$ cat src/rtl/cv32e40p_replica_fault_manager_if.sv
// Handshake and status bundle between the replica fault manager and the
// pipeline controller / voter.
interface cv32e40p_replica_fault_manager_if #(
  parameter int NUM_REPLICAS = 4
);
  logic                    valid_i;
  logic [NUM_REPLICAS-1:0] mismatch_i;
  logic                    reconfig_ack_i;
  logic                    reconfig_req_o;
  logic [NUM_REPLICAS-1:0] active_mask_o;
  logic [NUM_REPLICAS-1:0] permanent_faulty_o;
  logic                    degraded_o;

  modport master (
    output valid_i, mismatch_i, reconfig_ack_i,
    input  reconfig_req_o, active_mask_o, permanent_faulty_o, degraded_o
  );

  modport slave (
    input  valid_i, mismatch_i, reconfig_ack_i,
    output reconfig_req_o, active_mask_o, permanent_faulty_o, degraded_o
  );
endinterface

$ cat src/rtl/cv32e40p_replica_fault_manager.sv
// Replica fault manager: per-replica mismatch counters, sticky fault flags and
// handshaked active-mask reconfiguration. Define CV32E40P_FAULT_DECAY_EN to let
// counters leak down on matching results.
//
// state | meaning
// IDLE  | active mask equals target, no request outstanding
// REQ   | reconfig_req_o high, waiting for reconfig_ack_i to switch the mask
module cv32e40p_replica_fault_manager #(
  parameter  int NUM_REPLICAS    = 4,
  parameter  int NUM_ACTIVE      = 3,
  parameter  int FAULT_THRESHOLD = 8,
  localparam int CNT_WIDTH       = $clog2(FAULT_THRESHOLD+1)
) (
  input logic clk,
  input logic rst,
  cv32e40p_replica_fault_manager_if.slave bus
);

  typedef enum logic {IDLE, REQ} state_t;

  localparam logic [CNT_WIDTH-1:0] THR = CNT_WIDTH'(FAULT_THRESHOLD);
  localparam logic [CNT_WIDTH-1:0] ONE = CNT_WIDTH'(1);

  function automatic logic [NUM_REPLICAS-1:0] low_mask();
    logic [NUM_REPLICAS-1:0] m;
    m = '0;
    for (int k = 0; k < NUM_ACTIVE; k++) m[k] = 1'b1;
    return m;
  endfunction

  localparam logic [NUM_REPLICAS-1:0] RST_MASK = low_mask();

  state_t                  state_q;
  logic [CNT_WIDTH-1:0]    cnt_q [NUM_REPLICAS];
  logic [CNT_WIDTH-1:0]    cnt_d [NUM_REPLICAS];
  logic [NUM_REPLICAS-1:0] faulty_q, faulty_d;
  logic [NUM_REPLICAS-1:0] mask_q, target;
  logic                    req_q, degraded_q;
  int                      n_sel, n_healthy;

  always_comb begin
    faulty_d = faulty_q;
    for (int k = 0; k < NUM_REPLICAS; k++) begin
      cnt_d[k] = cnt_q[k];
      if (bus.valid_i && mask_q[k]) begin
        if (bus.mismatch_i[k]) begin
          if (cnt_q[k] != THR) cnt_d[k] = cnt_q[k] + ONE;
        end
`ifdef CV32E40P_FAULT_DECAY_EN
        else if (cnt_q[k] != '0) begin
          cnt_d[k] = cnt_q[k] - ONE;
        end
`endif
      end
      if (cnt_d[k] == THR) faulty_d[k] = 1'b1;
    end
  end

  // Healthy replicas first in index order, then faulty ones as padding.
  always_comb begin
    target    = '0;
    n_sel     = 0;
    n_healthy = 0;
    for (int k = 0; k < NUM_REPLICAS; k++) begin
      if (!faulty_q[k]) begin
        n_healthy = n_healthy + 1;
        if (n_sel < NUM_ACTIVE) begin
          target[k] = 1'b1;
          n_sel     = n_sel + 1;
        end
      end
    end
    for (int k = 0; k < NUM_REPLICAS; k++) begin
      if (faulty_q[k] && n_sel < NUM_ACTIVE) begin
        target[k] = 1'b1;
        n_sel     = n_sel + 1;
      end
    end
  end

  always_ff @(posedge clk) begin
    if (rst) begin
      for (int k = 0; k < NUM_REPLICAS; k++) cnt_q[k] <= '0;
      faulty_q   <= '0;
      degraded_q <= 1'b0;
    end else begin
      for (int k = 0; k < NUM_REPLICAS; k++) cnt_q[k] <= cnt_d[k];
      faulty_q   <= faulty_d;
      degraded_q <= (n_healthy < NUM_ACTIVE);
    end
  end

  always_ff @(posedge clk) begin
    if (rst) begin
      state_q <= IDLE;
      req_q   <= 1'b0;
      mask_q  <= RST_MASK;
    end else begin
      case (state_q)
        IDLE: begin
          if (target != mask_q) begin
            state_q <= REQ;
            req_q   <= 1'b1;
          end
        end
        REQ: begin
          if (bus.reconfig_ack_i) begin
            state_q <= IDLE;
            req_q   <= 1'b0;
            mask_q  <= target;
          end
        end
        default: begin
          state_q <= IDLE;
          req_q   <= 1'b0;
        end
      endcase
    end
  end

  assign bus.reconfig_req_o     = req_q;
  assign bus.active_mask_o      = mask_q;
  assign bus.permanent_faulty_o = faulty_q;
  assign bus.degraded_o         = degraded_q;

endmodule

$ cat src/flat_wrapper.sv
// flat-port wrapper written by rule: the top's interface ports become plain ports
module cv32e40p_replica_fault_manager_flat 
#(
  parameter  int NUM_REPLICAS    = 4,
  parameter  int NUM_ACTIVE      = 3,
  parameter  int FAULT_THRESHOLD = 8,
  localparam int CNT_WIDTH       = $clog2(FAULT_THRESHOLD+1)
)
  (clk, rst, bus_valid_i, bus_mismatch_i, bus_reconfig_ack_i, bus_reconfig_req_o, bus_active_mask_o, bus_permanent_faulty_o, bus_degraded_o);
  cv32e40p_replica_fault_manager_if #(.NUM_REPLICAS(NUM_REPLICAS)) bus_i ();
  input logic clk;
  input logic rst;
  input wire logic [$bits(bus_i.valid_i)-1:0] bus_valid_i;
  input wire logic [$bits(bus_i.mismatch_i)-1:0] bus_mismatch_i;
  input wire logic [$bits(bus_i.reconfig_ack_i)-1:0] bus_reconfig_ack_i;
  output wire logic [$bits(bus_i.reconfig_req_o)-1:0] bus_reconfig_req_o;
  output wire logic [$bits(bus_i.active_mask_o)-1:0] bus_active_mask_o;
  output wire logic [$bits(bus_i.permanent_faulty_o)-1:0] bus_permanent_faulty_o;
  output wire logic [$bits(bus_i.degraded_o)-1:0] bus_degraded_o;
  assign bus_i.valid_i = bus_valid_i;
  assign bus_i.mismatch_i = bus_mismatch_i;
  assign bus_i.reconfig_ack_i = bus_reconfig_ack_i;
  assign bus_reconfig_req_o = bus_i.reconfig_req_o;
  assign bus_active_mask_o = bus_i.active_mask_o;
  assign bus_permanent_faulty_o = bus_i.permanent_faulty_o;
  assign bus_degraded_o = bus_i.degraded_o;
  cv32e40p_replica_fault_manager #(.NUM_REPLICAS(NUM_REPLICAS), .NUM_ACTIVE(NUM_ACTIVE), .FAULT_THRESHOLD(FAULT_THRESHOLD)) u_core (.clk(clk), .rst(rst), .bus(bus_i));
endmodule
$ cat config.mk
export PLATFORM = sky130hd
export DESIGN_NAME = cv32e40p_replica_fault_manager_flat
export DESIGN_NICKNAME = d
export VERILOG_FILES = /design/src/rtl/cv32e40p_replica_fault_manager_if.sv /design/src/rtl/cv32e40p_replica_fault_manager.sv /design/src/flat_wrapper.sv
export SDC_FILE = /design/constraint.sdc
export NUM_CORES = 1
export LEC_CHECK = 0
export ABC_CLOCK_PERIOD_IN_PS = 3600
export BUFFER_PORTS_ARGS = -buffer_cell sky130_fd_sc_hd__buf_4
export CELL_PAD_IN_SITES_DETAIL_PLACEMENT = 0
export CELL_PAD_IN_SITES_GLOBAL_PLACEMENT = 1
export CORE_ASPECT_RATIO = 1.2
export CORE_MARGIN = 2
export CORE_UTILIZATION = 39
export CTS_CLUSTER_SIZE = 20
export DETAILED_ROUTE_END_ITERATION = 8
export PLACE_DENSITY_LB_ADDON = 0.3
export SYNTH_ARGS = -nofsm -noshare
export SYNTH_HDL_FRONTEND = slang
export SYNTH_SLANG_ARGS = --single-unit
$ cat constraint.sdc
create_clock -name clk -period 3.6 [get_ports clk]
set_input_delay 0.54 -clock clk [delete_from_list [all_inputs] [get_ports clk]]
set_output_delay 0.54 -clock clk [all_outputs]
set_load 0.03 [all_outputs]
After elaboration in Yosys (flattened, before gate mapping). Memories as Yosys holds them, arrays and structs flattened. Cells that the tools add are included.

Add/sub/neg operators: 12. Magnitude comparators: 8. Equal/unequal tests: 11. Mux-type cells: 49. Bitwise gates (word level): 5. Reduce and logical (&&, ||, !) cells: 10.

Operator list (number): $mux W32 (12); $add A32 B2 Y32 const B (7); $lt A32 B3 Y1 const B (7); $mux W4 (16); $mux W1 (19); $add A4 B1 Y4 const B (4); $eq A4 B4 Y1 const B (4); $ne A4 B4 Y1 const B (4); $logic_and A1 B1 Y1 (8); $ne A4 B4 Y1 (1); $or A1 B1 Y1 (4); $pmux W1 S2 (2); $reduce_and A2 Y1 (2); $add A1 B1 Y2 const B (1); $lt A1 B2 Y1 const B (1); $ne A2 B1 Y1 const B (1); $ne A2 B2 Y1 const B (1); $not A1 Y1 (1).

Flip-flop bits (word level): 11. RAM bits: 16. Bits of input ports: 8. Output and inout port bits: 10. Word-level logic and storage cells: 104. Memories: 1.

Memories: u_core.cnt_q (depth 4, bits a word 4, rd ports 4, clocked after Yosys merged registers in 0, write ports 4, RTL line cv32e40p_replica_fault_manager.sv:34) `logic [CNT_WIDTH-1:0] cnt_q [NUM_REPLICAS];`.

Longest topological paths before layout. Gate-level depths: netlist of the first run.

Depth in word-level cells: 25. Gate-level depth with buffers: 19. Mapped depth without buffers: 18.

Worst setup path after synthesis of the first run. Ideal clock, no wire load.

Path type: register to register. From: reg u_core.faulty_q[0] (netlist: u_core.bus.permanent_faulty_o[0]). To: reg u_core.req_q (netlist: u_core.bus.reconfig_req_o). Setup time: 0.133 ns. Data arrival time: 3.618 ns. Data required time: 3.467 ns. Path slack: -0.151 ns. Cell stages (with the launch flop): 18. Path buffers: 1. Period minus slack after synthesis: 3.751 ns. Cells stage by stage: dfxtp_1 inv_1 ha_1 buf_2 nand2b_1 o211ai_1 o21ai_0 ha_1 nor2b_1 xor2_1 ha_1 inv_1 ha_1 o211a_1 a311oi_2 o21ai_1 a2111oi_0 nor3_1.

Word-level cells in the longest chain between the ends: 25. Elaborated cells on any way between the ends: 41. Classes of those cells: add/sub: 6; order compare: 7; eq/ne: 2; mux: 21; reduce/logical: 5.

RTL lines: from (decl) (RTL line cv32e40p_replica_fault_manager.sv:36) `logic [NUM_REPLICAS-1:0] faulty_q, faulty_d;`; from (signal assigned) (RTL line cv32e40p_replica_fault_manager.sv:88) `faulty_q <= faulty_d;`; $mux W1 (RTL line cv32e40p_replica_fault_manager.sv:65) `if (!faulty_q[k]) begin`; $lt A1 B2 Y1 or $add A1 B1 Y2 (tied branches) (RTL line cv32e40p_replica_fault_manager.sv:67, cv32e40p_replica_fault_manager.sv:69); $mux W32 (RTL line cv32e40p_replica_fault_manager.sv:67) `if (n_sel < NUM_ACTIVE) begin`; $mux W32 (RTL line cv32e40p_replica_fault_manager.sv:65); $add A32 B2 Y32 or $lt A32 B3 Y1 (tied branches) (RTL line cv32e40p_replica_fault_manager.sv:69, cv32e40p_replica_fault_manager.sv:67); $mux W32 (RTL line cv32e40p_replica_fault_manager.sv:67); $mux W32 (RTL line cv32e40p_replica_fault_manager.sv:65); $add A32 B2 Y32 or $lt A32 B3 Y1 (tied branches) (RTL line cv32e40p_replica_fault_manager.sv:69, cv32e40p_replica_fault_manager.sv:67); [9 not listed]; $logic_and A1 B1 Y1 (RTL line cv32e40p_replica_fault_manager.sv:74) `if (faulty_q[k] && n_sel < NUM_ACTIVE) begin`; $mux W32 (RTL line cv32e40p_replica_fault_manager.sv:74); $lt A32 B3 Y1 (RTL line cv32e40p_replica_fault_manager.sv:74); $logic_and A1 B1 Y1 (RTL line cv32e40p_replica_fault_manager.sv:74); $mux W1 (RTL line cv32e40p_replica_fault_manager.sv:74); $ne A4 B4 Y1 * (RTL line cv32e40p_replica_fault_manager.sv:101) `if (target != mask_q) begin`; $ne A2 B1 Y1 (no line) *; $reduce_and A2 Y1 (no line) *; to (signal assigned) (RTL line cv32e40p_replica_fault_manager.sv:103) `req_q <= 1'b1;`; to (signal assigned) (RTL line cv32e40p_replica_fault_manager.sv:109) `req_q <= 1'b0;`; to (signal assigned) (RTL line cv32e40p_replica_fault_manager.sv:115) `req_q <= 1'b0;`; to (decl) (RTL line cv32e40p_replica_fault_manager.sv:38) `logic req_q, degraded_q;`.

Mark *: on every way between the ends. The rest lies on a longest branch, timed or not. A chain may end at the register's enable or synchronous reset.

Final worst setup path of the first run.
From: reg u_core.faulty_q[0] (netlist: u_core.bus.permanent_faulty_o[0]). To: reg u_core.state_q.

Word-level cells in the longest chain between the ends: 25. Elaborated cells on any way between the ends: 41. Classes of those cells: add/sub: 6; order compare: 7; eq/ne: 1; mux: 23; reduce/logical: 4.

RTL lines: $mux W1 (RTL line cv32e40p_replica_fault_manager.sv:65); $lt A1 B2 Y1 or $add A1 B1 Y2 (tied branches) (RTL line cv32e40p_replica_fault_manager.sv:67, cv32e40p_replica_fault_manager.sv:69); $mux W32 (RTL line cv32e40p_replica_fault_manager.sv:67); $mux W32 (RTL line cv32e40p_replica_fault_manager.sv:65); $add A32 B2 Y32 or $lt A32 B3 Y1 (tied branches) (RTL line cv32e40p_replica_fault_manager.sv:69, cv32e40p_replica_fault_manager.sv:67); $mux W32 (RTL line cv32e40p_replica_fault_manager.sv:67); $mux W32 (RTL line cv32e40p_replica_fault_manager.sv:65); $add A32 B2 Y32 or $lt A32 B3 Y1 (tied branches) (RTL line cv32e40p_replica_fault_manager.sv:69, cv32e40p_replica_fault_manager.sv:67); [9 not listed]; $logic_and A1 B1 Y1 (RTL line cv32e40p_replica_fault_manager.sv:74); $mux W32 (RTL line cv32e40p_replica_fault_manager.sv:74); $lt A32 B3 Y1 (RTL line cv32e40p_replica_fault_manager.sv:74); $logic_and A1 B1 Y1 (RTL line cv32e40p_replica_fault_manager.sv:74); $mux W1 (RTL line cv32e40p_replica_fault_manager.sv:74); $ne A4 B4 Y1 * (RTL line cv32e40p_replica_fault_manager.sv:101); $mux W1 * (RTL line cv32e40p_replica_fault_manager.sv:101); $pmux W1 S2 * (RTL line cv32e40p_replica_fault_manager.sv:99) `case (state_q)`; to (signal assigned) (RTL line cv32e40p_replica_fault_manager.sv:95) `state_q <= IDLE;`; to (signal assigned) (RTL line cv32e40p_replica_fault_manager.sv:102) `state_q <= REQ;`; to (signal assigned) (RTL line cv32e40p_replica_fault_manager.sv:108) `state_q <= IDLE;`; to (decl) (RTL line cv32e40p_replica_fault_manager.sv:33) `state_t state_q;`.

Marks and branches as above.

==> impl_metrics.env, run 1 <==
export IMPL_outcome="finished, final reports clean"
export IMPL_hold_class="register to register"
export IMPL_dp_hpwl_um=2694
export IMPL_wl_met3_um=92
export IMPL_cts_num_sinks=27
export IMPL_die_x_um=65.25
export IMPL_cp_required_ps=3760
export IMPL_drt_met1_wl_um=1709
export IMPL_period_minus_slack_ps=3265
export IMPL_grt_pass1_vias=1434
export IMPL_layout_drive_gt1_share=0.1561
export IMPL_finalSetupViolCount=0
export IMPL_grt_max_degree=20
export IMPL_clock_skew_final_ps=3.614
export IMPL_coreArea_um2=4294
export IMPL_holdWs_ps=522.2
export IMPL_postSynthAreaPerCell_um2=7.979
export IMPL_min_delay_path_depth=2
export IMPL_htree_levels=1
export IMPL_vias=1490
export IMPL_drt_first_pass_iters=4
export IMPL_reg2reg_from="u_core.bus.permanent_faulty_o[0]"
export IMPL_power_per_cell_area_nw_per_um2=352.5
export IMPL_routed_wl_um=3478
export IMPL_grt_pass1_wl_um=6292
export IMPL_post_route_drc_count=0
export IMPL_crit_type="register to register"
export IMPL_clock_root_buffer="clkbuf_8"
export IMPL_overflow=0
export IMPL_final_hold_violation_count=0
export IMPL_cp_common_cell="ha_1"
export IMPL_avgRoutedWirePerCell_um=11.87
export IMPL_hp_start="u_core.bus.active_mask_o[2]"
export IMPL_final_cell_mix="29 x nand2_1, 25 x dfxtp_1, 23 x buf_4"
export IMPL_rrSetupSlack_ps=340
export IMPL_ant_nets=0
export IMPL_cts_tree="done"
export IMPL_ios=18
export IMPL_syn_instance_count=220
export IMPL_cts_buffers=3
export IMPL_post_route_period_util=0.9068
export IMPL_vias_per_cell=5.085
export IMPL_rsz0062_at_grt="no"
export IMPL_arrival_ps=3420
export IMPL_maxCapViolations=0
export IMPL_syn2layout_area_growth_pct=15.25
export IMPL_grt_use_total=0.1545
export IMPL_ys_flop_type="dfxtp_1"
export IMPL_cts_max_path_buffers=2
export IMPL_synth_seq_cells=27
export IMPL_startpoint="u_core.bus.permanent_faulty_o[0]"
export IMPL_yosysSeqAreaShare=0.3079
export IMPL_syn_cell_area_um2=1755
export IMPL_fp_dieH_um=77.50
export IMPL_critPathMaxFanout=6
export IMPL_vdd_drop_max_mv=0.1326
export IMPL_hold_end="u_core.bus.active_mask_o[2]"
export IMPL_synth_warnings=0
export IMPL_startpoint_type="register"
export IMPL_max_freq_mhz=306.3
export IMPL_synth_edf_count=0
export IMPL_clk_latency_ps=270
export IMPL_reg2reg_depth=16
export IMPL_crit_chain="inv_1 -> ha_4 -> nand2b_1 -> o211ai_1 -> o21ai_0 -> ha_1 -> nor2b_4 -> xor2_1 -> ha_1 -> inv_1 -> ha_1 -> o211a_1 -> a311oi_2 -> o21ai_1 -> a2111oi_2 -> nor3b_1"
export IMPL_antenna_found_initial=0
export IMPL_place_gp_congestion=0.7957
export IMPL_die_area_um2=5056
export IMPL_post_cts_buffers=0
export IMPL_routed_top_layer="met4"
export IMPL_post_route_util=0.4712
export IMPL_async_reset_ff_frac=0
export IMPL_end_kind="register"
export IMPL_path_buf_inv=2
export IMPL_initial_utilization=0.4088
export IMPL_cp_slowest_stage_delay_ps=380
export IMPL_multi_input_area_um2=1125
export IMPL_slew_violations=0
export IMPL_nFillCells=448
export IMPL_n_antenna_cell=0
export IMPL_yosys_cell_types_count=44
export IMPL_rows=26
export IMPL_syn_nets=244
export IMPL_drt_initial_drc_count=63
export IMPL_clkTransAtPathRegs_ps=90
export IMPL_fin_setup_tns_ps=0
export IMPL_timing_rr_end="u_core.state_q"
export IMPL_wl_met2_um=1647
export IMPL_cp_top_family="compound AO/OA/AOI/OAI gates"
export IMPL_nNetsFinal=262
export IMPL_regArea_um2=543.0
export IMPL_final_common_cell="nand2_1"
export IMPL_numPortBuffers=17
export IMPL_slowest_stage="a2111oi_2"
export IMPL_p_leak_nw=0.8005
-- cell usage after synthesis (2+ instances only) --
cell / instances / area share
xnor2_1: 9 / 0.045
a211oi_1: 4 / 0.017
nor2b_1: 2 / 0.0071
ha_1: 16 / 0.11
nand4b_1: 3 / 0.015
xor2_1: 5 / 0.025
buf_2: 2 / 0.0057
o21ai_1: 2 / 0.0057
nand3_1: 6 / 0.017
nand2b_1: 7 / 0.025
nand4_1: 4 / 0.014
a32o_1: 3 / 0.017
nor3_1: 2 / 0.0057
clkbuf_2: 3 / 0.0086
o21ai_0: 12 / 0.034
a2111oi_0: 2 / 0.010
clkbuf_1: 3 / 0.0064
dfxtp_1: 27 / 0.31
o21a_1: 2 / 0.0086
nor4b_1: 2 / 0.010
a21oi_1: 15 / 0.043
and3_1: 4 / 0.014
nand2_1: 29 / 0.062
inv_1: 16 / 0.034
nor2_1: 21 / 0.045
-- flip-flops by register name, summed over array words and instances, names as in the netlist --
register / cells
u_core.cnt_q: 16
u_core.bus.reconfig_req_o: 1
u_core.bus.degraded_o: 1
u_core.state_q: 1
u_core.bus.permanent_faulty_o: 4
u_core.bus.active_mask_o: 4
-- worst min-delay path: stages (launching register included) --
cell,delay (ps)
dfxtp_1,350
nand2_1,70
nand3_1,60
-- routing by layer --
layer,track usage,vias up
met1,0.2000,681
met3,0.01739,2
li1,-,792
met5,0,-
met4,0.05625,0
met2,0.2612,15
-- cell type report --
type / count / share of cell area
clock buffers: 4 / 0.02226
inverters: 18 / 0.03340
repair buffers: 23 / 0.08534
flip-flops and latches: 27 / 0.2684
well taps: 56 / 0.03463
multi-input cells: 165 / 0.5560
-- cell families (layout without fill, tap and decap cells) --
| kind of cell | Yosys count | after routing | share of synthesized area |
|---|---|---|---|
| mux | 1 | 1 | 0.005702 |
| other cells | 1 | 1 | 0.002136 |
| buf+inv | 28 | 45 | 0.06985 |
| xor+xnor | 14 | 14 | 0.06985 |
| simple gates | 84 | 84 | 0.2331 |
| flops | 27 | 27 | 0.3079 |
| compound gates | 49 | 49 | 0.1974 |
| fa+ha+maj | 16 | 16 | 0.1140 |
-- timing repair --
item,CTS,global route
resized for setup,0,7
endpoints found under the setup margin,0,3
hold buffers,0,0
-- stage by stage --
stage               cell area (um^2)  worst slack (ps)  total power [mW]  std cells
floorplan                       1758             6.966            0.4906        220
global placement                1946             186.5            0.5407        289
detailed placement              1946             92.12            0.5408        289
CTS                             1991             87.53            0.7184        293
global route                    2023             41.67            0.7675        293
finish                          2023             335.4            0.7131        293
-- power breakdown --
part	total [mW]	internal [mW]	switching [mW]
Sequential	0.361	0.325	0.0364
Combinational	0.180	0.0761	0.104
Clock	0.172	0.0793	0.0930
-- worst max-delay path by stage --
stage | cells after the start | slack, ps | endpoint
floorplan | 17 | 7 | u_core.bus.reconfig_req_o
global placement | 16 | 190 | u_core.state_q
detailed placement | 16 | 90 | u_core.state_q
CTS | 16 | 90 | u_core.state_q
global route | 16 | 40 | u_core.state_q
finish | 16 | 340 | u_core.state_q
No activity file was read; power rests on OpenSTA's default activity.
==> inputs of run 2 (changes only) <==
--- a/config.mk
+++ b/config.mk
@@ -14,7 +14,8 @@
 export CORE_UTILIZATION = 39
 export CTS_CLUSTER_SIZE = 20
 export DETAILED_ROUTE_END_ITERATION = 8
-export PLACE_DENSITY_LB_ADDON = 0.3
+export GPL_TIMING_DRIVEN = 0
+export PLACE_DENSITY = 0.8
 export SYNTH_ARGS = -nofsm -noshare
 export SYNTH_HDL_FRONTEND = slang
 export SYNTH_SLANG_ARGS = --single-unit
==> impl_metrics.env, run 2 (synthesis gave the netlist of run 1 again) <==
export IMPL_grt_use_total=0.1523
export IMPL_finalSetupViolCount=0
export IMPL_p_sw_frac=0.3297
export IMPL_htree_levels=1
export IMPL_layout_drive_gt1_share=0.1694
export IMPL_drt_first_pass_iters=4
export IMPL_power_share_sequential=0.483
export IMPL_numPortBuffers=16
export IMPL_outcome="finished, final reports clean"
export IMPL_place_inst=292
export IMPL_die_area_um2=5056
export IMPL_vias=1488
export IMPL_place_gp_congestion=0.7949
export IMPL_crit_type="register to register"
export IMPL_dp_hpwl_um=2688
export IMPL_cts_max_path_buffers=2
export IMPL_antenna_found_initial=0
export IMPL_clockPowerShare=0.243
export IMPL_power_per_cell_area_nw_per_um2=350.4
export IMPL_startpoint_type="register"
export IMPL_cts_num_sinks=27
export IMPL_cp_slowest_stage_delay_ps=400
export IMPL_drt_initial_drc_count=65
export IMPL_fin_cells=298
export IMPL_clock_skew_final_ps=3.382
export IMPL_slowest_stage="dfxtp_4"
export IMPL_cp_required_ps=3760
export IMPL_overflow=0
export IMPL_rows=26
export IMPL_end_kind="register"
export IMPL_regMostFlops="u_core.cnt_q"
export IMPL_power_internal_mw=0.4808
export IMPL_ios=18
export IMPL_initial_utilization=0.4088
export IMPL_avgRoutedWirePerCell_um=11.69
export IMPL_slew_violations=0
export IMPL_place_ws_ps=-195.6
export IMPL_vdd_drop_max_mv=0.1250
export IMPL_largest_reg_flops=16
export IMPL_syn2layout_area_growth_pct=16.61
export IMPL_grt_pass1_wl_um=6216
export IMPL_fp_dieH_um=77.50
export IMPL_vias_per_cell=4.993
export IMPL_coreArea_um2=4294
export IMPL_routed_wl_um=3483
export IMPL_final_hold_violation_count=0
export IMPL_cts_buffers=3
export IMPL_hold_class="register to register"
export IMPL_ant_nets=0
export IMPL_nNetsFinal=267
export IMPL_max_freq_mhz=294.8
export IMPL_power_mw=0.7173
export IMPL_grt_pass1_vias=1396
export IMPL_final_common_cell="nand2_1"
export IMPL_n_antenna_cell=0
export IMPL_cts_tree="done"
export IMPL_grt_max_degree=16
export IMPL_switching_power_mw=0.2365
export IMPL_clk_latency_ps=280
export IMPL_p_leak_nw=0.8145
export IMPL_final_cell_mix="29 x nand2_1, 25 x dfxtp_1, 21 x nor2_1"
export IMPL_arrival_ps=3550
export IMPL_die_x_um=65.25
export IMPL_post_route_drc_count=0
export IMPL_clock_root_buffer="clkbuf_8"
export IMPL_ctsHoldBuffers=0
export IMPL_post_route_period_util=0.9423
export IMPL_pwr_share_comb=0.274
export IMPL_period_minus_slack_ps=3392
export IMPL_crit_chain="inv_1 -> ha_1 -> buf_6 -> nand2b_1 -> o211ai_1 -> o21ai_1 -> ha_2 -> nor2b_4 -> o21ai_0 -> ha_1 -> inv_1 -> ha_1 -> o211a_1 -> a311oi_2 -> o21ai_2 -> a2111oi_2 -> nor3b_1"
export IMPL_cp_common_cell="ha_1"
export IMPL_setup_ws_ps=207.8
export IMPL_clkTransAtPathRegs_ps=90
export IMPL_critPathMaxFanout=9
export IMPL_maxCapViolations=0
==> run 2: changes by cell type in the layout (fill, tap and decap cells not counted), moves of 2 or more <==
cell | previous run | this run
buf_4 | 23 | 19
buf_6 | 0 | 2
clkbuf_1 | 1 | 3
clkbuf_2 | 0 | 3
dfxtp_2 | 2 | 0
dfxtp_4 | 0 | 2
==> run 2: repair_timing <==
| item | in CTS | in global routing |
|---|---|---|
| resized for setup | 6 | 7 |
| buffers inserted | 1 | 1 |
| pin swaps | 0 | 2 |
| cloned | 0 | 0 |
| endpoints found under the setup margin | 3 | 3 |
==> run 2: through the flow <==
step,hold WS [ps],setup TNS (ps),cell area [um^2],utilization
after floorplan,490.7,0,1758,-
final,523.1,0,2047,0.4767
after CTS,525.2,0,2014,0.4691
after global placement,507.0,-413.2,1948,0.4537
after detailed placement,510.7,-378.4,1948,0.4537
after global routing,539.5,-71.35,2047,0.4767
==> run 2: power by group through the flow <==
stage               clock, mW  sequential (mW)  combinational (mW)
floorplan                   0            0.375               0.115
global placement            0            0.354               0.192
detailed placement          0            0.354               0.192
CTS                     0.182            0.346               0.194
global route            0.191            0.351               0.225
finish                  0.174            0.347               0.196
==> run 2: cell type report <==
class,instances,area (um^2)
timing repair buffer,18,135.1
multi-input combinational,165,1119
inverter,18,67.56
fill,451,2247
sequential,27,548.0
buffer,10,61.31
clock inverter,1,5.005
tap,56,70.07
clock buffer,3,41.29
==> run 2: metal layers <==
layer	global-route usage	vias up	share of wire
li1	-	805	-
met1	0.2009	666	0.49
met2	0.2500	12	0.47
met3	0.01739	5	0.023
met4	0.06250	0	0.018
met5	0	-	0
==> run 2: path summary, 6_finish.rpt <==
| path | from | to | slack [ps] | cells after the start |
|---|---|---|---|---|
| setup / recovery | u_core.bus.permanent_faulty_o[0] | u_core.state_q | 210 | 17 |
| hold reg to reg | u_core.bus.permanent_faulty_o[0] | u_core.bus.permanent_faulty_o[0] | 520 | 2 |
| hold / removal | u_core.bus.permanent_faulty_o[0] | u_core.bus.permanent_faulty_o[0] | 520 | 2 |
| setup reg to reg | u_core.bus.permanent_faulty_o[0] | u_core.state_q | 210 | 17 |
==> run 2: critical path: cells and delay by family, from the launching register on <==
kind            cells  cell delay, ps
compound gates      7            1350
fa+ha+maj           4             920
flops               1             400
simple gates        3             320
buf+inv             3             270
